File: config.mk
export PLATFORM = sky130hd
export DESIGN_NAME = i2s_capture_array
export DESIGN_NICKNAME = d
export VERILOG_FILES = /design/src/rtl/i2s_capture_array.sv
export SDC_FILE = /design/constraint.sdc
export NUM_CORES = 1
export LEC_CHECK = 0
export BUFFER_PORTS_ARGS = -buffer_cell sky130_fd_sc_hd__buf_2
export CAP_MARGIN = 20
export CORE_UTILIZATION = 57
export DETAILED_ROUTE_END_ITERATION = 8
export GPL_ROUTABILITY_DRIVEN = 0
export GPL_TIMING_DRIVEN = 0
export PLACE_DENSITY_LB_ADDON = 0.1
export SLEW_MARGIN = 40
export SYNTH_ARGS = -nofsm -noshare
export SYNTH_HDL_FRONTEND = slang
export SYNTH_SLANG_ARGS = --single-unit
File: constraint.sdc
create_clock -name clk_i -period 7.9 [get_ports clk_i]
set_input_delay 1.58 -clock clk_i [delete_from_list [all_inputs] [get_ports clk_i]]
set_output_delay 1.58 -clock clk_i [all_outputs]
set_load 0.03 [all_outputs]
File: src/rtl/i2s_capture_array.sv
// Multi-line I2S receiver: N_MICS data lines share one SCK/WS pair, and each
// complete left+right period is published as one packed frame on valid/ready.
module i2s_capture_array #(
  parameter int N_MICS      = 2,
  parameter int SAMPLE_W    = 24,
  parameter int SLOT_W      = 32,
  parameter int SYNC_STAGES = 2
) (
  input  logic                           clk_i,
  input  logic                           rst_i,
  input  logic                           enable_i,
  input  logic                           sck_i,
  input  logic                           ws_i,
  input  logic [N_MICS-1:0]              sd_i,
  output logic [2*N_MICS*SAMPLE_W-1:0]   data_o,
  output logic                           valid_o,
  input  logic                           ready_i,
  output logic                           overflow_o,
  output logic                           frame_err_o,
  output logic                           ovf_sticky_o,
  input  logic                           clr_i
);

  localparam int CNT_W = $clog2(SLOT_W + 1);
  localparam logic [CNT_W-1:0] SAMPLE_CNT = CNT_W'(SAMPLE_W);
  localparam logic [CNT_W-1:0] SLOT_CNT   = CNT_W'(SLOT_W);

  localparam logic [1:0] S_IDLE  = 2'd0;
  localparam logic [1:0] S_LEFT  = 2'd1;
  localparam logic [1:0] S_RIGHT = 2'd2;

  logic [SYNC_STAGES-1:0]             r_sck_sync;
  logic [SYNC_STAGES-1:0]             r_ws_sync;
  logic [SYNC_STAGES-1:0][N_MICS-1:0] r_sd_sync;
  logic                               r_sck_prev;
  logic                               r_ws_last;
  logic [CNT_W-1:0]                   r_bit_cnt;
  logic [1:0]                         r_state;
  logic [N_MICS-1:0][SAMPLE_W-1:0]    r_left;
  logic [N_MICS-1:0][SAMPLE_W-1:0]    r_right;
  logic [2*N_MICS*SAMPLE_W-1:0]       r_data;
  logic                               r_valid;
  logic                               r_overflow;
  logic                               r_frame_err;
  logic                               r_ovf_sticky;

  logic                               w_rise;
  logic                               w_ws_s;
  logic [N_MICS-1:0]                  w_sd_s;
  logic                               w_boundary;
  logic                               w_short;
  logic                               w_shift;
  logic                               w_publish;
  logic                               w_accept;
  logic                               w_load;
  logic                               w_drop;
  logic                               w_ferr;
  logic [2*N_MICS*SAMPLE_W-1:0]       w_frame;

  always_ff @(posedge clk_i or posedge rst_i) begin
    if (rst_i) begin
      r_sck_sync <= '0;
      r_ws_sync  <= '0;
      r_sd_sync  <= '0;
      r_sck_prev <= 1'b0;
    end else begin
      r_sck_sync <= {r_sck_sync[SYNC_STAGES-2:0], sck_i};
      r_ws_sync  <= {r_ws_sync[SYNC_STAGES-2:0], ws_i};
      r_sd_sync  <= {r_sd_sync[SYNC_STAGES-2:0], sd_i};
      r_sck_prev <= r_sck_sync[SYNC_STAGES-1];
    end
  end

  // WS and SD are taken from the same synchroniser depth as SCK so they stay aligned.
  assign w_rise     = r_sck_sync[SYNC_STAGES-1] & ~r_sck_prev;
  assign w_ws_s     = r_ws_sync[SYNC_STAGES-1];
  assign w_sd_s     = r_sd_sync[SYNC_STAGES-1];
  assign w_boundary = w_rise & (w_ws_s != r_ws_last);
  assign w_short    = (r_bit_cnt < SAMPLE_CNT);
  assign w_shift    = w_rise & ~w_boundary & w_short;

  assign w_publish = enable_i & w_boundary & (r_state == S_RIGHT) & ~w_ws_s & ~w_short;
  assign w_accept  = r_valid & ready_i;
  assign w_load    = w_publish & (~r_valid | w_accept);
  assign w_drop    = w_publish & ~w_load;
  assign w_ferr    = enable_i & w_boundary & (r_state != S_IDLE) & w_short;

  genvar gi;
  generate
    for (gi = 0; gi < N_MICS; gi++) begin : g_line
      always_ff @(posedge clk_i or posedge rst_i) begin
        if (rst_i) begin
          r_left[gi]  <= '0;
          r_right[gi] <= '0;
        end else if (w_shift) begin
          if (w_ws_s) r_right[gi] <= SAMPLE_W'({r_right[gi], w_sd_s[gi]});
          else        r_left[gi]  <= SAMPLE_W'({r_left[gi], w_sd_s[gi]});
        end
      end

      assign w_frame[(2*gi)*SAMPLE_W   +: SAMPLE_W] = r_left[gi];
      assign w_frame[(2*gi+1)*SAMPLE_W +: SAMPLE_W] = r_right[gi];
    end
  endgenerate

  always_ff @(posedge clk_i or posedge rst_i) begin
    if (rst_i) begin
      r_ws_last    <= 1'b0;
      r_bit_cnt    <= '0;
      r_state      <= S_IDLE;
      r_data       <= '0;
      r_valid      <= 1'b0;
      r_overflow   <= 1'b0;
      r_frame_err  <= 1'b0;
      r_ovf_sticky <= 1'b0;
    end else begin
      r_overflow  <= w_drop;
      r_frame_err <= w_ferr;

      if (w_rise) begin
        r_ws_last <= w_ws_s;
        if (w_boundary)            r_bit_cnt <= '0;
        else if (r_bit_cnt < SLOT_CNT) r_bit_cnt <= r_bit_cnt + CNT_W'(1);
      end

      // A short slot restarts at LEFT only if the new slot is itself a left slot.
      if (!enable_i) begin
        r_state <= S_IDLE;
      end else if (w_boundary) begin
        case (r_state)
          S_IDLE:  if (!w_ws_s) r_state <= S_LEFT;
          S_LEFT:  if (w_short) r_state <= w_ws_s ? S_IDLE : S_LEFT;
                   else if (w_ws_s) r_state <= S_RIGHT;
          S_RIGHT: if (w_short) r_state <= w_ws_s ? S_IDLE : S_LEFT;
                   else if (!w_ws_s) r_state <= S_LEFT;
          default: r_state <= S_IDLE;
        endcase
      end

      if (w_load) begin
        r_data  <= w_frame;
        r_valid <= 1'b1;
      end else if (w_accept) begin
        r_valid <= 1'b0;
      end

      if (clr_i)       r_ovf_sticky <= 1'b0;
      else if (w_drop) r_ovf_sticky <= 1'b1;
    end
  end

  assign data_o       = r_data;
  assign valid_o      = r_valid;
  assign overflow_o   = r_overflow;
  assign frame_err_o  = r_frame_err;
  assign ovf_sticky_o = r_ovf_sticky;

endmodule

==> results of run 1 <==
## registers in the layout (all words and copies together), names as in the netlist, 2 cells and up
signal      count
r_ws_sync       2
r_right        48
data_o         96
r_sck_sync      2
r_bit_cnt       6
r_sd_sync       2
w_sd_s          2
r_left         48
r_state         2
## how the worst min path moves through the flow
stage	from	endpoint	slack [ns]	depth (start not counted)
global placement	r_ws_sync[0]	r_ws_sync[1]	0.33	0
detailed placement	r_ws_sync[0]	r_ws_sync[1]	0.34	0
finish	r_ws_sync[0]	r_ws_sync[1]	0.35	0
floorplan	r_sck_sync[0]	r_sck_sync[1]	0.33	0
global route	r_ws_sync[0]	r_ws_sync[1]	0.35	0
CTS	r_ws_sync[0]	r_ws_sync[1]	0.34	0
## through the flow
stage	power (mW)	std cells	hold slack, ns	worst slack, ns
after floorplan	1.29	481	0.331	0.469
after global placement	1.31	765	0.335	-1.29
after detailed placement	1.33	767	0.338	4.39
after CTS	2.31	803	0.343	4.88
after global routing	2.37	803	0.348	4.82
final	2.28	803	0.345	4.89
## worst max-delay path, delay by kind of cell
family                 cells  cell delay [ns]
muxes                      1             0.33
and+or+nand+nor            3             0.80
buffers and inverters      4             0.63
## kinds of logic (layout without fill, tap and decap cells)
family	after synthesis	count (layout)	synth area share
simple gates	32	32	0.0205
mux	193	193	0.271
buf+inv	24	170	0.0217
fa+ha+maj	1	1	0.00156
compound gates	12	12	0.0102
flops	214	214	0.669
xor+xnor	5	5	0.00547
## per-layer routing
layer	vias up	global-route usage	part of all wire
met3	26	0.0368	0.040
li1	1963	-	-
met2	88	0.321	0.49
met4	0	0.0525	0.021
met5	-	0	0
met1	2134	0.271	0.45
## cell type report
cell class                      count  area, sq um
Clock inverter                      5         56.3
Sequential cell                   214         5360
Timing Repair Buffer              110          596
Fill cell                         958         3940
Clock buffer                       31          636
Inverter                            1         11.3
Buffer                             23          170
Tap cell                          176          220
Multi-Input combinational cell    243         2470
## power groups by stage
stage	clock (mW)	combinational, mW	sequential, mW
floorplan	0	0.0857	1.20
CTS	1.00	0.109	1.20
detailed placement	0	0.108	1.22
finish	0.976	0.106	1.20
global route	1.05	0.119	1.21
global placement	0	0.0982	1.21
## synthesized netlist by cell type
cell	instances
buf_4	6
a21boi_0	1
mux2_1	40
mux2i_1	1
buf_2	7
a41oi_1	1
nand3b_1	1
nor2_1	8
nor3_1	3
clkbuf_1	5
nand4bb_1	1
dfrtp_1	214
mux2_2	152
xnor2_1	5
nand2_1	9
nand3_1	3
ha_1	1
a21oi_1	4
inv_1	1
or4_4	1
a211oi_1	1
o21ba_2	1
buf_6	1
o2111a_1	1
o21ai_0	2
and4_1	1
buf_8	4
nand2b_1	3
nor2b_1	2
o22ai_1	1
==> out/metrics.yaml, run 1 <==
setup_path:
  critPathMaxFanout: 10
  cp_data_arrival_time_ns: 3.36
  ff2ff_setup_slack_ns: 5.51
  start_kind: "input pin"
  crit_chain: "buf_2 > nand4bb_1 > or4_4 > nor2b_1 > buf_4 > buf_6 > buf_8 > mux2_1"
  worstSetupPathType: "input pin to register"
  crit_start: "enable_i"
  r2r_cells: 7
  cp_data_required_time_ns: 8.26
  r2r_end: "r_right[43]"
  cp_slowest_stage_delay_ns: 0.56
  worstSetupEndpointType: "register"
  slowest_stage: "or4_4"
  worstSetupEndpoint: "data_o[67]"
  rr_startpoint: "r_sck_prev"
logic_synthesis:
  netlist_top_cells_area: "dfrtp_1, mux2_2, mux2_1, buf_8, buf_4"
  yosysTopAreaCellShare: 0.669
  netlist_area_sq_um: 8000
  yosysTopAreaCell: "dfrtp_1"
  ys.warnings.count: 0
  synth.distinct_cells: 30
  yosysSeqAreaShare: 0.669
  postSynthRegisterBits: 214
  syn-num-nets: 491
  synth_cells: 481
  avgSynthCellArea_sq_um: 16.6
clocking:
  clk_latency_ns: 0.49
  ctsHoldBuffers: 0
  cts_buffers: 22
  htreeDepth: 1
  cts_resized: 0
  cts.sinks: 214
  cts_tree: "yes"
  cts_setup_buffers: 0
  clk_path_buf_depth: 3
  clockRootBuffer: "clkbuf_16"
  clk_pin_slew_worst_paths_ns: 0.06
grt:
  grt_remaining_overflow: 0
  antenna_found_initial: 0
  track_usage: 0.196
  grt_max_degree: 81
  grt_pass1_wl_um: 22600
  grt_pass1_vias: 4488
timing:
  fmax_ghz: 0.333
  layout_min_cycle_time_ns: 3.01
  worstMarginPinSlew_ns: 0.583
  rsz0062_at_grt: "no"
  slew_headroom: 0.610
  tns_ns: 0
  fin_worst_skew_ns: 0.0101
  period_share: 0.381
  drv_slew: 0
  setup_viol: 0
  finalHoldViolations: 0
place:
  dp_hpwl_um: 9100
  placed_area_sq_um: 8830
  buffer_ports.inserted: 108
power:
  p_leak_nw: 5.18
  switching_share: 0.211
  ir_drop_mv: 0.187
  clkPwrFrac: 0.428
  p_int_mw: 1.80
  comb_power_share: 0.046
  switching_power_mw: 0.482
  seqPwrFrac: 0.526
  powerDensity_nw_per_um2: 240
die:
  start_util: 0.595
  die_h_um: 120
  dieWidth_um: 120
  pin_count: 109
  row_count: 42
  dieArea_sq_um: 14500
  core_sq_um: 13500
detailed_routing:
  firstDrtPassIters: 4
  routed_wl_um: 13300
  vias: 4211
  antenna_left: 0
  wire_per_inst_um: 16.6
  drcViolationCount: 0
  drtIter0Drc: 200
  avgViaCountPerCell: 5.24
final_layout:
  n_antenna_cell: 0
  num-nets-final: 625
  drive_gt1_frac: 0.501
  postLayoutCoreUtil: 0.707
  final_common_cell: "dfrtp_1"
  final_cell_area_sq_um: 9520
  final_cell_mix: "dfrtp_1, mux2_2, buf_2"
  syn_to_final_growth_pct: 18.9
run:
  cap_violations: 0
worst_hold_path:
  min_path_type: "register to register"
status:
  status: "complete, no violations"
No activity file was read; power rests on OpenSTA's default activity.
==> inputs of run 2 (changes only) <==
--- a/config.mk
+++ b/config.mk
@@ -5,6 +5,7 @@
 export SDC_FILE = /design/constraint.sdc
 export NUM_CORES = 1
 export LEC_CHECK = 0
+export ABC_AREA = 1
 export BUFFER_PORTS_ARGS = -buffer_cell sky130_fd_sc_hd__buf_2
 export CAP_MARGIN = 20
 export CORE_UTILIZATION = 57
==> constraint.sdc (replaced) <==
create_clock -name clk_i -period 2.8 [get_ports clk_i]
set_input_delay 0.56 -clock clk_i [delete_from_list [all_inputs] [get_ports clk_i]]
set_output_delay 0.56 -clock clk_i [all_outputs]
set_load 0.03 [all_outputs]
==> run 2 against run 1 <==
  * Total power grew to 3.2 times the previous value
  * Final area is 4.2% higher
  * Largest cell class unchanged
  * Die area is 3.0% higher
  * Synthesized area is 3.0% higher
==> out/metrics.yaml, run 2 <==
status:
  status: "complete, no violations"
power:
  ir_drop_mv: 0.567  # +200%
  p_leak_nw: 5.64  # +8.9%
  powerDensity_nw_per_um2: 744  # +210%
  design_power_total_mw: 7.38  # +220%
timing:
  setup_viol: 0  # unchanged
  worstMarginPinSlew_ns: 0.567  # -0.0165 ns
  slew_headroom: 0.622  # +0.0125
  tns_ns: 0  # unchanged
  drv_slew: 0  # unchanged
  fmax_ghz: 0.507
  period_share: 0.705
  fin_worst_skew_ns: 0.0152  # +0.00513 ns
  finalHoldViolations: 0  # unchanged
  rsz0062_at_grt: "no"
  layout_min_cycle_time_ns: 1.97
  fin_ws_ns: 0.826  # -4.07 ns
clocking:
  cts.sinks: 214  # unchanged
  clockRootBuffer: "clkbuf_16"
  clk_pin_slew_worst_paths_ns: 0.06  # about the same
  clk_latency_ns: 0.50  # about the same
  clk_path_buf_depth: 3  # unchanged
  cts_buffers: 22  # unchanged
  ctsHoldBuffers: 0  # unchanged
  htreeDepth: 1  # unchanged
  cts_resized: 0  # unchanged
  cts_tree: "yes"
  cts_setup_buffers: 0  # unchanged
logic_synthesis:
  avgSynthCellArea_sq_um: 9.41  # -43%
  async_flop_share: 1.00  # unchanged
  ys.warnings.count: 0  # unchanged
  synth-compound-area-share: 0.0660  # +0.0559
  synth_cells: 876  # +82%
  yosysTopAreaCell: "dfrtp_1"
  synth_mux_area_frac: 0  # -0.271
  syn-num-nets: 886  # +80%
  postSynthRegisterBits: 214  # unchanged
  synth.distinct_cells: 24  # -20%
  yosys.area_share.xor_xnor: 0.00106  # -0.00441
  yosysSeqAreaShare: 0.650  # -0.0196
  netlist_top_cells_area: "dfrtp_1, nand2_1, nand3_1, inv_1, a21oi_1"
  synth.most_common_cell: "nand2_1"
  synthAdderAreaFrac: 0.00152  # -0.0000458
  synth_top_family_by_area: "simple AND/OR/NAND/NOR gates"
  synth_ff_type: "dfrtp_1"
  yosysTopAreaCellShare: 0.650  # -0.0196
  synth_commonest_cells: "nand2_1, dfrtp_1, nand3_1"
  synth_edf_count: 0  # unchanged
  synthSimpleGateAreaFrac: 0.218  # +0.197
  netlist_area_sq_um: 8240  # +3.0%
grt:
  grt_pass1_vias: 6101  # +36%
  antenna_found_initial: 0  # unchanged
  track_usage: 0.257  # +0.0610
  grt_max_degree: 25  # -69%
  grt_remaining_overflow: 0  # unchanged
  grt_pass1_wl_um: 30000  # +33%
detailed_routing:
  vias: 6320  # +50%
  wire_per_inst_um: 15.2  # -8.3%
  avgViaCountPerCell: 5.22  # -0.48%
  firstDrtPassIters: 5  # +1
  routed_wl_um: 18400  # +38%
  antenna_left: 0  # unchanged
  drcViolationCount: 0  # unchanged
  drtIter0Drc: 467  # +130%
setup_path:
  rr_startpoint: "r_sck_prev"
  cp_num_buf_inv: 2  # -2
  crit_start: "r_sck_prev"
  critPathMaxFanout: 10  # unchanged
  crit_chain: "nor2_1 > nand3_1 > nor2_4 > nand2_2 > buf_6 > buf_4 > nand2_1 > nand2_1"
  cp_data_required_time_ns: 3.17  # -5.09 ns
  cp_data_arrival_time_ns: 2.35  # -1.01 ns
  cp_top_family: "simple AND/OR/NAND/NOR gates"
  cpMostUsedCell: "nand2_1"
  worstSetupEndpointType: "register"
  worstSetupPathType: "register to register"
  slowest_stage: "dfrtp_1"
  cp_slowest_stage_delay_ns: 0.36  # -0.20 ns
  start_kind: "register"
final_layout:
  final_cell_mix: "nand2_1, dfrtp_1, buf_2"
  syn_to_final_growth_pct: 20.3
  n_antenna_cell: 0  # unchanged
  largest_reg_flops: 96  # unchanged
  num-nets-final: 1028  # +64%
  fillers: 1100  # +15%
  final_common_cell: "nand2_1"
  drive_gt1_frac: 0.179  # -0.321
die:
  start_util: 0.589  # -0.00551
  dieWidth_um: 122  # +1.5%
  die_h_um: 122  # +1.5%
  row_count: 43  # +2.4%
  dieArea_sq_um: 14900  # +3.0%
  core_sq_um: 14000  # +4.0%
  pin_count: 109  # unchanged
place:
  buffer_ports.inserted: 108  # unchanged
  dp_hpwl_um: 12700  # +39%
  place_ws_ns: 0.727  # -3.66 ns
worst_hold_path:
  min_path_type: "input pin to asynchronous set/reset pin"
run:
  cap_violations: 0  # unchanged
[run 2: logic make-up (layout without fill, tap and decap cells)]
family                     Yosys count  count (layout)
AOI/OAI and AO/OA                  108             108
xor gates and xnor gates             1               1
adders and majority gates            1               1
buffers and inverters              118             273
DFF                                214             214
and+or+nand+nor                    434             434
[run 2: power by group]
part,total [mW],switching [mW],leakage (nW),internal (mW)
logic,0.715,0.427,2.54,0.288
registers,3.98,0.372,2.78,3.61
clock network,2.68,1.13,0.323,1.55
total,7.38,1.93,5.64,5.45
[run 2: cell type report]
cell class | instances | area (sq um) | area share
multi-input combinational | 544 | 2360 | 0.238
timing repair buffer | 118 | 788 | 0.0795
tap | 180 | 225 | 0.0227
sequential | 214 | 5360 | 0.540
clock inverter | 4 | 20.0 | 0.00202
clock buffer | 33 | 633 | 0.0639
buffer | 50 | 273 | 0.0275
inverter | 68 | 259 | 0.0261
[run 2: routing by layer]
layer  up-vias  GRT usage  part of all wire
met5         -          0                 0
met4         0     0.0633             0.018
met3        26     0.0358             0.045
met2       163      0.427              0.49
met1      3070      0.360              0.45
li1       3061          -                 -
[run 2: worst reg2reg max path, cell delays in order (launching register included)]
cell	delay (ns)
dfrtp_1	0.36
nor2_1	0.34
nand3_1	0.21
nor2_4	0.25
nand2_2	0.19
buf_6	0.20
buf_4	0.18
nand2_1	0.08
nand2_1	0.06
[run 2: path summary, 6_finish.rpt]
path,slack [ns],cells after the start,end
worst max-delay path,0.83,8,data_o[49]
worst min-delay path,0.14,2,data_o[3]
worst max register to register,0.83,8,data_o[49]
worst min register to register,0.34,0,r_sck_sync[1]
max in group asynchronous,1.62,6,r_left[24]
min in group clk_i,0.18,1,r_sd_sync[1]
[run 2: metrics by stage]
stage	utilization	cells	cell area, sq um	hold WS (ns)
global placement	0.644	1164	9010	0.332
global route	0.709	1211	9910	0.160
detailed placement	0.662	1174	9260	0.336
finish	0.709	1211	9910	0.135
floorplan	-	876	8250	0.331
CTS	0.709	1211	9910	0.135
